**src/rtl/y86_seq_ctrl.sv**
```systemverilog
// Y86-64 sequential-core run control: architectural PC, sticky status code,
// executed/retired counters, free-run or single-step sequencing and an optional watchdog.
module y86_seq_ctrl #(
    parameter int unsigned              ADDR_W      = 64,
    parameter logic [ADDR_W-1:0]        RESET_PC    = '0,
    parameter int unsigned              CNT_W       = 32,
    parameter int unsigned              WDOG_CYCLES = 0
) (
    input  logic              clk,
    input  logic              rst,
    input  logic              start_i,
    input  logic              step_mode_i,
    input  logic              step_i,
    input  logic              hlt_i,
    input  logic              in_mem_i,
    input  logic              in_inst_i,
    input  logic [ADDR_W-1:0] new_pc_i,
    output logic [ADDR_W-1:0] pc_o,
    output logic [2:0]        status_o,
    output logic              running_o,
    output logic              done_o,
    output logic [CNT_W-1:0]  exec_cnt_o,
    output logic [CNT_W-1:0]  retired_o
);

    typedef enum logic [1:0] {
        IDLE = 2'd0,
        RUN  = 2'd1,
        STOP = 2'd2
    } state_t;

    typedef enum logic [2:0] {
        STAT_AOK = 3'd1,
        STAT_HLT = 3'd2,
        STAT_ADR = 3'd3,
        STAT_INS = 3'd4,
        STAT_TMO = 3'd5
    } status_t;

    localparam logic [CNT_W-1:0] CNT_MAX  = '1;
    localparam logic [63:0]      WDOG_LIM = 64'(WDOG_CYCLES);

    state_t     state;
    status_t    status;
    logic       exec_step;
    logic       wdog_hit;
    logic [CNT_W-1:0] exec_inc;
    logic [CNT_W-1:0] ret_inc;

    assign status_o = status;

    always_comb begin
        exec_step = 1'b0;
        exec_inc  = exec_cnt_o;
        ret_inc   = retired_o;
        wdog_hit  = 1'b0;
        exec_step = (state == RUN) && (!step_mode_i || step_i);
        if (exec_cnt_o != CNT_MAX) exec_inc = exec_cnt_o + CNT_W'(1);
        if (retired_o != CNT_MAX)  ret_inc  = retired_o + CNT_W'(1);
        // Timeout is judged on the post-increment count, so it fires on the Nth executing cycle.
        wdog_hit  = (WDOG_CYCLES != 0) && (64'(exec_inc) == WDOG_LIM);
    end

    always_ff @(posedge clk) begin
        if (rst) begin
            state      <= IDLE;
            pc_o       <= RESET_PC;
            status     <= STAT_AOK;
            running_o  <= 1'b0;
            done_o     <= 1'b0;
            exec_cnt_o <= '0;
            retired_o  <= '0;
        end else begin
            done_o <= 1'b0;
            case (state)
                IDLE, STOP: begin
                    if (start_i) begin
                        state      <= RUN;
                        running_o  <= 1'b1;
                        pc_o       <= RESET_PC;
                        status     <= STAT_AOK;
                        exec_cnt_o <= '0;
                        retired_o  <= '0;
                    end
                end
                RUN: begin
                    if (exec_step) begin
                        exec_cnt_o <= exec_inc;
                        if (hlt_i) begin
                            status    <= STAT_HLT;
                            retired_o <= ret_inc;
                            state     <= STOP;
                            running_o <= 1'b0;
                            done_o    <= 1'b1;
                        end else if (in_mem_i) begin
                            status    <= STAT_ADR;
                            state     <= STOP;
                            running_o <= 1'b0;
                            done_o    <= 1'b1;
                        end else if (in_inst_i) begin
                            status    <= STAT_INS;
                            state     <= STOP;
                            running_o <= 1'b0;
                            done_o    <= 1'b1;
                        end else begin
                            pc_o      <= new_pc_i;
                            retired_o <= ret_inc;
                            if (wdog_hit) begin
                                status    <= STAT_TMO;
                                state     <= STOP;
                                running_o <= 1'b0;
                                done_o    <= 1'b1;
                            end
                        end
                    end
                end
                default: begin
                    state     <= IDLE;
                    running_o <= 1'b0;
                end
            endcase
        end
    end

endmodule

```
**config.mk**
```make
export PLATFORM = sky130hd
export DESIGN_NAME = y86_seq_ctrl
export DESIGN_NICKNAME = d
export VERILOG_FILES = /design/src/rtl/y86_seq_ctrl.sv
export SDC_FILE = /design/constraint.sdc
export NUM_CORES = 1
export LEC_CHECK = 0
export CAP_MARGIN = 10
export CELL_PAD_IN_SITES_DETAIL_PLACEMENT = 1
export CELL_PAD_IN_SITES_GLOBAL_PLACEMENT = 1
export CORE_UTILIZATION = 24
export DETAILED_ROUTE_END_ITERATION = 12
export PLACE_DENSITY = 0.73
export SETUP_SLACK_MARGIN = 0.4
export SKIP_LAST_GASP = 1
export SLEW_MARGIN = 20
export SYNTH_ARGS = -nofsm -noshare
export SYNTH_HDL_FRONTEND = slang
export SYNTH_SLANG_ARGS = --single-unit
export TNS_END_PERCENT = 1
```
**constraint.sdc**
```tcl
create_clock -name clk -period 2.63 [get_ports clk]
set_clock_uncertainty 0.05 [all_clocks]
set_input_delay 0.263 -clock clk [delete_from_list [all_inputs] [get_ports clk]]
set_output_delay 0.263 -clock clk [all_outputs]
set_load 0.01 [all_outputs]
```
# Word level (Yosys, flattened, before mapping)
# Index checks and enable logic that the tools add are counted.
dict set report classes {
  addsub 2
  eq_ne 13
  n_mux 37
  bitwise 2
  n_reduce_logical 12
}
# operator count
set op_table {}
lappend op_table {{64-bit two-way mux} 5}
lappend op_table {{32-bit two-way mux} 8}
lappend op_table {{32-bit one-hot mux with 2 select lines} 2}
lappend op_table {{64-bit one-hot mux with 2 select lines} 1}
lappend op_table {{32-bit by 1-bit adder with 32-bit output, second input constant} 2}
lappend op_table {{32-bit != test, second input constant} 2}
lappend op_table {{3-bit two-way mux} 5}
lappend op_table {{2-bit two-way mux} 5}
lappend op_table {{2-bit != test, second input constant} 5}
lappend op_table {{1-bit two-way mux} 8}
lappend op_table {{4-bit AND reduction} 2}
lappend op_table {{3-bit != test, second input constant} 2}
lappend op_table {{3-bit one-hot mux with 2 select lines} 1}
lappend op_table {{6-bit AND reduction} 1}
lappend op_table {{5-bit AND reduction} 1}
lappend op_table {{4-bit != test, second input constant} 1}
lappend op_table {{2-bit one-hot mux with 2 select lines} 1}
lappend op_table {{3-bit AND reduction} 1}
lappend op_table {{3-bit OR reduction} 1}
lappend op_table {{2-bit by 1-bit equality test with 1-bit output, second input constant} 1}
lappend op_table {{2-bit equality test, second input constant} 1}
lappend op_table {{2-bit logical NOT} 1}
lappend op_table {{2-bit by 1-bit != test with 1-bit output, second input constant} 1}
lappend op_table {{1-bit NOT} 2}
lappend op_table {{other kinds (6)} 6}
dict set report word_totals {
  ff_bits 135
}

# Depth between registers and ports, before layout
dict set report logic_depth {
  depth_word 7
  mapped_depth 8
  depth_no_buf 7
}

# Least setup slack after synthesis
# No wires, ideal clock.
dict set report synth_path {
  kind {reg-to-reg}
  startpoint {reg retired_o[0]}
  endpoint {reg retired_o[26]}
  t_arrival_ps 2028
  t_required_ps 2455
  path_slack_ps 428
  path_stages_with_launch 8
  path_buffers 0
  period_less_slack_ps 2202
  cell_sequence {dfxtp_1 ha_1 nand3_2 or4_2 nor4_4 a31oi_1 o21ai_0 o31ai_1}
}
dict set report synth_between {
  elab_chain_cells 7
  elab_cells_between_ends 8
}
# element line
set synth_rtl {}
lappend synth_rtl {{start, declared} 23} ;# output logic [CNT_W-1:0] retired_o
lappend synth_rtl {{start signal, assigned} 91} ;# retired_o <= ret_inc;
lappend synth_rtl {{start signal, assigned} 107} ;# retired_o <= ret_inc;
lappend synth_rtl {{32-bit by 1-bit adder with 32-bit output or 32-bit != test (tied branches)} 59} ;# if (retired_o != CNT_MAX) ret_inc = retired_o + CNT_W'(1);
lappend synth_rtl {{32-bit two-way mux (*)} 59}
lappend synth_rtl {{32-bit two-way mux} 100} ;# end else if (in_inst_i) begin
lappend synth_rtl {{32-bit two-way mux} 95} ;# end else if (in_mem_i) begin
lappend synth_rtl {{32-bit two-way mux (*)} 89} ;# if (hlt_i) begin
lappend synth_rtl {{32-bit two-way mux (*)} 87} ;# if (exec_step) begin
lappend synth_rtl {{32-bit one-hot mux with 2 select lines (*)} 75} ;# case (state)
# Mark *: on every way between the ends. The rest lies on a longest branch, timed or not. The select of a mux whose other input is x is not followed.
# A chain may end at the register's enable or synchronous reset.

# Worst setup path after layout
dict set report layout_path {
  startpoint {reg exec_cnt_o[1]}
  endpoint {reg exec_cnt_o[27]}
}
dict set report layout_between {
  elab_chain_cells 4
  elab_cells_between_ends 7
}
# element line
set layout_rtl {}
lappend layout_rtl {{start, declared} 22} ;# output logic [CNT_W-1:0] exec_cnt_o,
lappend layout_rtl {{start signal, assigned} 88} ;# exec_cnt_o <= exec_inc;
lappend layout_rtl {{32-bit by 1-bit adder with 32-bit output} 58} ;# if (exec_cnt_o != CNT_MAX) exec_inc = exec_cnt_o + CNT_W'(1);
lappend layout_rtl {{32-bit two-way mux} 58}
lappend layout_rtl {{32-bit two-way mux} 87}
lappend layout_rtl {{32-bit one-hot mux with 2 select lines} 75}
# Parallel ways exist; a longest one is shown, timed or not. The select of a mux whose other input is x is not followed.

==> impl_metrics.json <==
{
  "ys_warn_count": 0,
  "cellPowerDensity_mw_per_mm2": 582,
  "clkLatencyLatePin_ps": 410,
  "synth_seq_area_share": 0.441,
  "p_total_mw": 5.57,
  "slew_headroom": 0.508,
  "gr-total-overflow": 0,
  "rsz0062_at_grt": "yes",
  "h-tree-depth": 4,
  "fillCellCount": 3013,
  "dp_slack_ps": 9.72,
  "rows": 58,
  "ios": 205,
  "antenna_found_initial": 1,
  "cp.arrival_ps": 2450,
  "drt_pass1_iterations": 4,
  "cts_buffers": 17,
  "syn_avg_cell_area_um2": 7.99,
  "synth-seq-cells": 135,
  "maxCapViolations": 0,
  "cts_root_buffer": "clkbuf_16",
  "place_congestion": 0.830,
  "max-vdd-ir-drop_v": 0.000304,
  "layout.nets": 1068,
  "drive_above_1_share": 0.121,
  "die-width_um": 162,
  "crit_fanout": 9,
  "start_util": 0.244,
  "synth-main-ff-cell": "dfxtp_1",
  "drv_slew": 0,
  "avgRoutedWirePerCell_um": 17.9,
  "synth_edf_count": 0,
  "cp.required_ps": 2880,
  "drtIter0Drc": 434,
  "dieArea_mm2": 0.0262,
  "drcViolationCount": 0,
  "fin_crit_ps": 2200,
  "num_vias": 6814,
  "synthesis.nets": 841,
  "clock-sinks": 135,
  "dpl.hpwl_um": 16600,
  "area_growth_pct": 56.3,
  "status": "finished clean",
  "ant_nets": 0,
  "end_kind": "flop",
  "synth_cell_types": 62,
  "cts_tree": "built",
  "port_buffers": 204,
  "wl_um": 24000,
  "final_common_cell": "clkdlybuf4s50_1",
  "grt_pass1_wl_um": 37100,
  "hold_slack_ps": 246,
  "setup_slack_ps": 431,
  "leakagePower_nw": 3.22,
  "start_kind": "flop",
  "grt_use_total": 0.177,
  "clk_path_buf_depth": 2,
  "grt_max_degree": 74,
  "routed_via_density": 5.09,
  "finalHoldViolCount": 0,
  "die_y_um": 162,
  "path_clk_slew_ps": 60,
  "core_mm2": 0.0251,
  "synthArstFlopShare": 0,
  "fmax_mhz": 455,
  "final_cell_mix": "203 x clkdlybuf4s50_1, 128 x dfxtp_1, 106 x nand2_1",
  "synth_cells": 767,
  "fin_crit_sh": 0.836,
  "syn_area_mm2": 0.00613,
  "tightest_slew_ps": 738,
  "worstHoldPathType": "in2reg",
  "crit_type": "reg2reg",
  "timing.setup.tns_ps": 0,
  "grt_pass1_vias": 6710,
  "setup_viol": 0
}
## worst max-delay path, cell delays in order, from the launching register on
cell     delay, ps
dfxtp_1        340
ha_1           230
and3_2         280
and4_1         240
and4_2         320
nor3_2          60
buf_4          180
a21o_1         170
a22o_1         220
## per-stage QoR
stage	std cells	area, µm²	utilization
after floorplan	767	6130	-
after global placement	1303	8810	0.351
after detailed placement	1303	8810	0.351
after CTS	1335	9490	0.378
after global routing	1337	9570	0.381
final	1338	9570	0.381
## kinds of logic after synthesis
group / share of synthesized area
buf+inv: 0.0335
fa+ha+maj: 0.00408
compound gates: 0.216
mux: 0.00490
simple gates: 0.299
xor+xnor: 0.00143
flops: 0.441
## registers in the layout, indices dropped and copies added (netlist names)
register / flops
done_o: 1
state: 2
status_o: 3
retired_o: 32
running_o: 1
pc_o: 64
exec_cnt_o: 32
## synth_stat cells, types with 2 or more instances
| master | n | area [µm²] |
|---|---|---|
| a21o_1 | 6 | 45.0 |
| a21oi_1 | 103 | 515 |
| a22o_1 | 2 | 17.5 |
| a311oi_1 | 5 | 43.8 |
| a31oi_1 | 15 | 93.8 |
| and2_1 | 4 | 25.0 |
| and3_1 | 12 | 75.1 |
| and4_1 | 10 | 87.6 |
| buf_2 | 7 | 35.0 |
| clkbuf_1 | 37 | 139 |
| dfxtp_1 | 135 | 2700 |
| ha_1 | 2 | 25.0 |
| inv_1 | 6 | 22.5 |
| mux2i_1 | 3 | 30.0 |
| nand2_1 | 106 | 398 |
| nand2_2 | 2 | 12.5 |
| nand2b_1 | 7 | 43.8 |
| nand3_1 | 95 | 475 |
| nand3_2 | 3 | 30.0 |
| nand4_1 | 14 | 87.6 |
| nand4b_1 | 4 | 35.0 |
| nor2_1 | 34 | 128 |
| nor2b_1 | 8 | 50.1 |
| nor3_1 | 15 | 75.1 |
| nor3_2 | 3 | 30.0 |
| nor4_1 | 4 | 25.0 |
| nor4_4 | 2 | 42.5 |
| o211ai_1 | 8 | 60.1 |
| o21ai_0 | 44 | 220 |
| o21ai_1 | 2 | 10.0 |
| o22a_1 | 3 | 26.3 |
| o31ai_1 | 19 | 143 |
| o41ai_1 | 5 | 43.8 |
| or2_2 | 2 | 12.5 |
| or3_1 | 11 | 68.8 |
| or4_1 | 3 | 22.5 |
## per-layer routing
metal,share of wire,vias to the layer above,GRT usage
met3,0.044,24,0.0301
met1,0.47,3340,0.237
met2,0.47,169,0.287
met4,0.016,0,0.0587
li1,-,3281,-
met5,0,-,0
## repair_timing
| item | 4_1_cts | 5_1_grt |
|---|---|---|
| gates resized for setup | 2 | 20 |
| hold buffers | 0 | 0 |
| setup buffers | 0 | 1 |
| cloned | 0 | 1 |
| setup endpoints to repair | 33 | 89 |
| pin swaps | 0 | 4 |
## power by group
part           switching [mW]  internal (mW)  leakage, nW
clock                   0.980           1.75        0.321
sequential             0.0287           2.10         1.10
combinational           0.406          0.309         1.81
## area by class of cell
type	instances	area, µm²	area share
diodes	1	2.50	0.000261
clock buffers	19	453	0.0473
clock inverters	13	218	0.0227
inverters	6	22.5	0.00235
multi-input cells	581	3310	0.346
flip-flops and latches	135	2710	0.283
well taps	330	413	0.0431
repair buffers	253	2440	0.255
## worst paths after layout
check                           slack, ps           from  depth (start not counted)              to
worst min-delay path                  250            rst                          2  exec_cnt_o[16]
worst max register to register        430  exec_cnt_o[1]                          8  exec_cnt_o[27]
worst min register to register        400       pc_o[36]                          2        pc_o[36]
worst max-delay path                  430  exec_cnt_o[1]                          8  exec_cnt_o[27]
(Power assumes the default switching activity.)
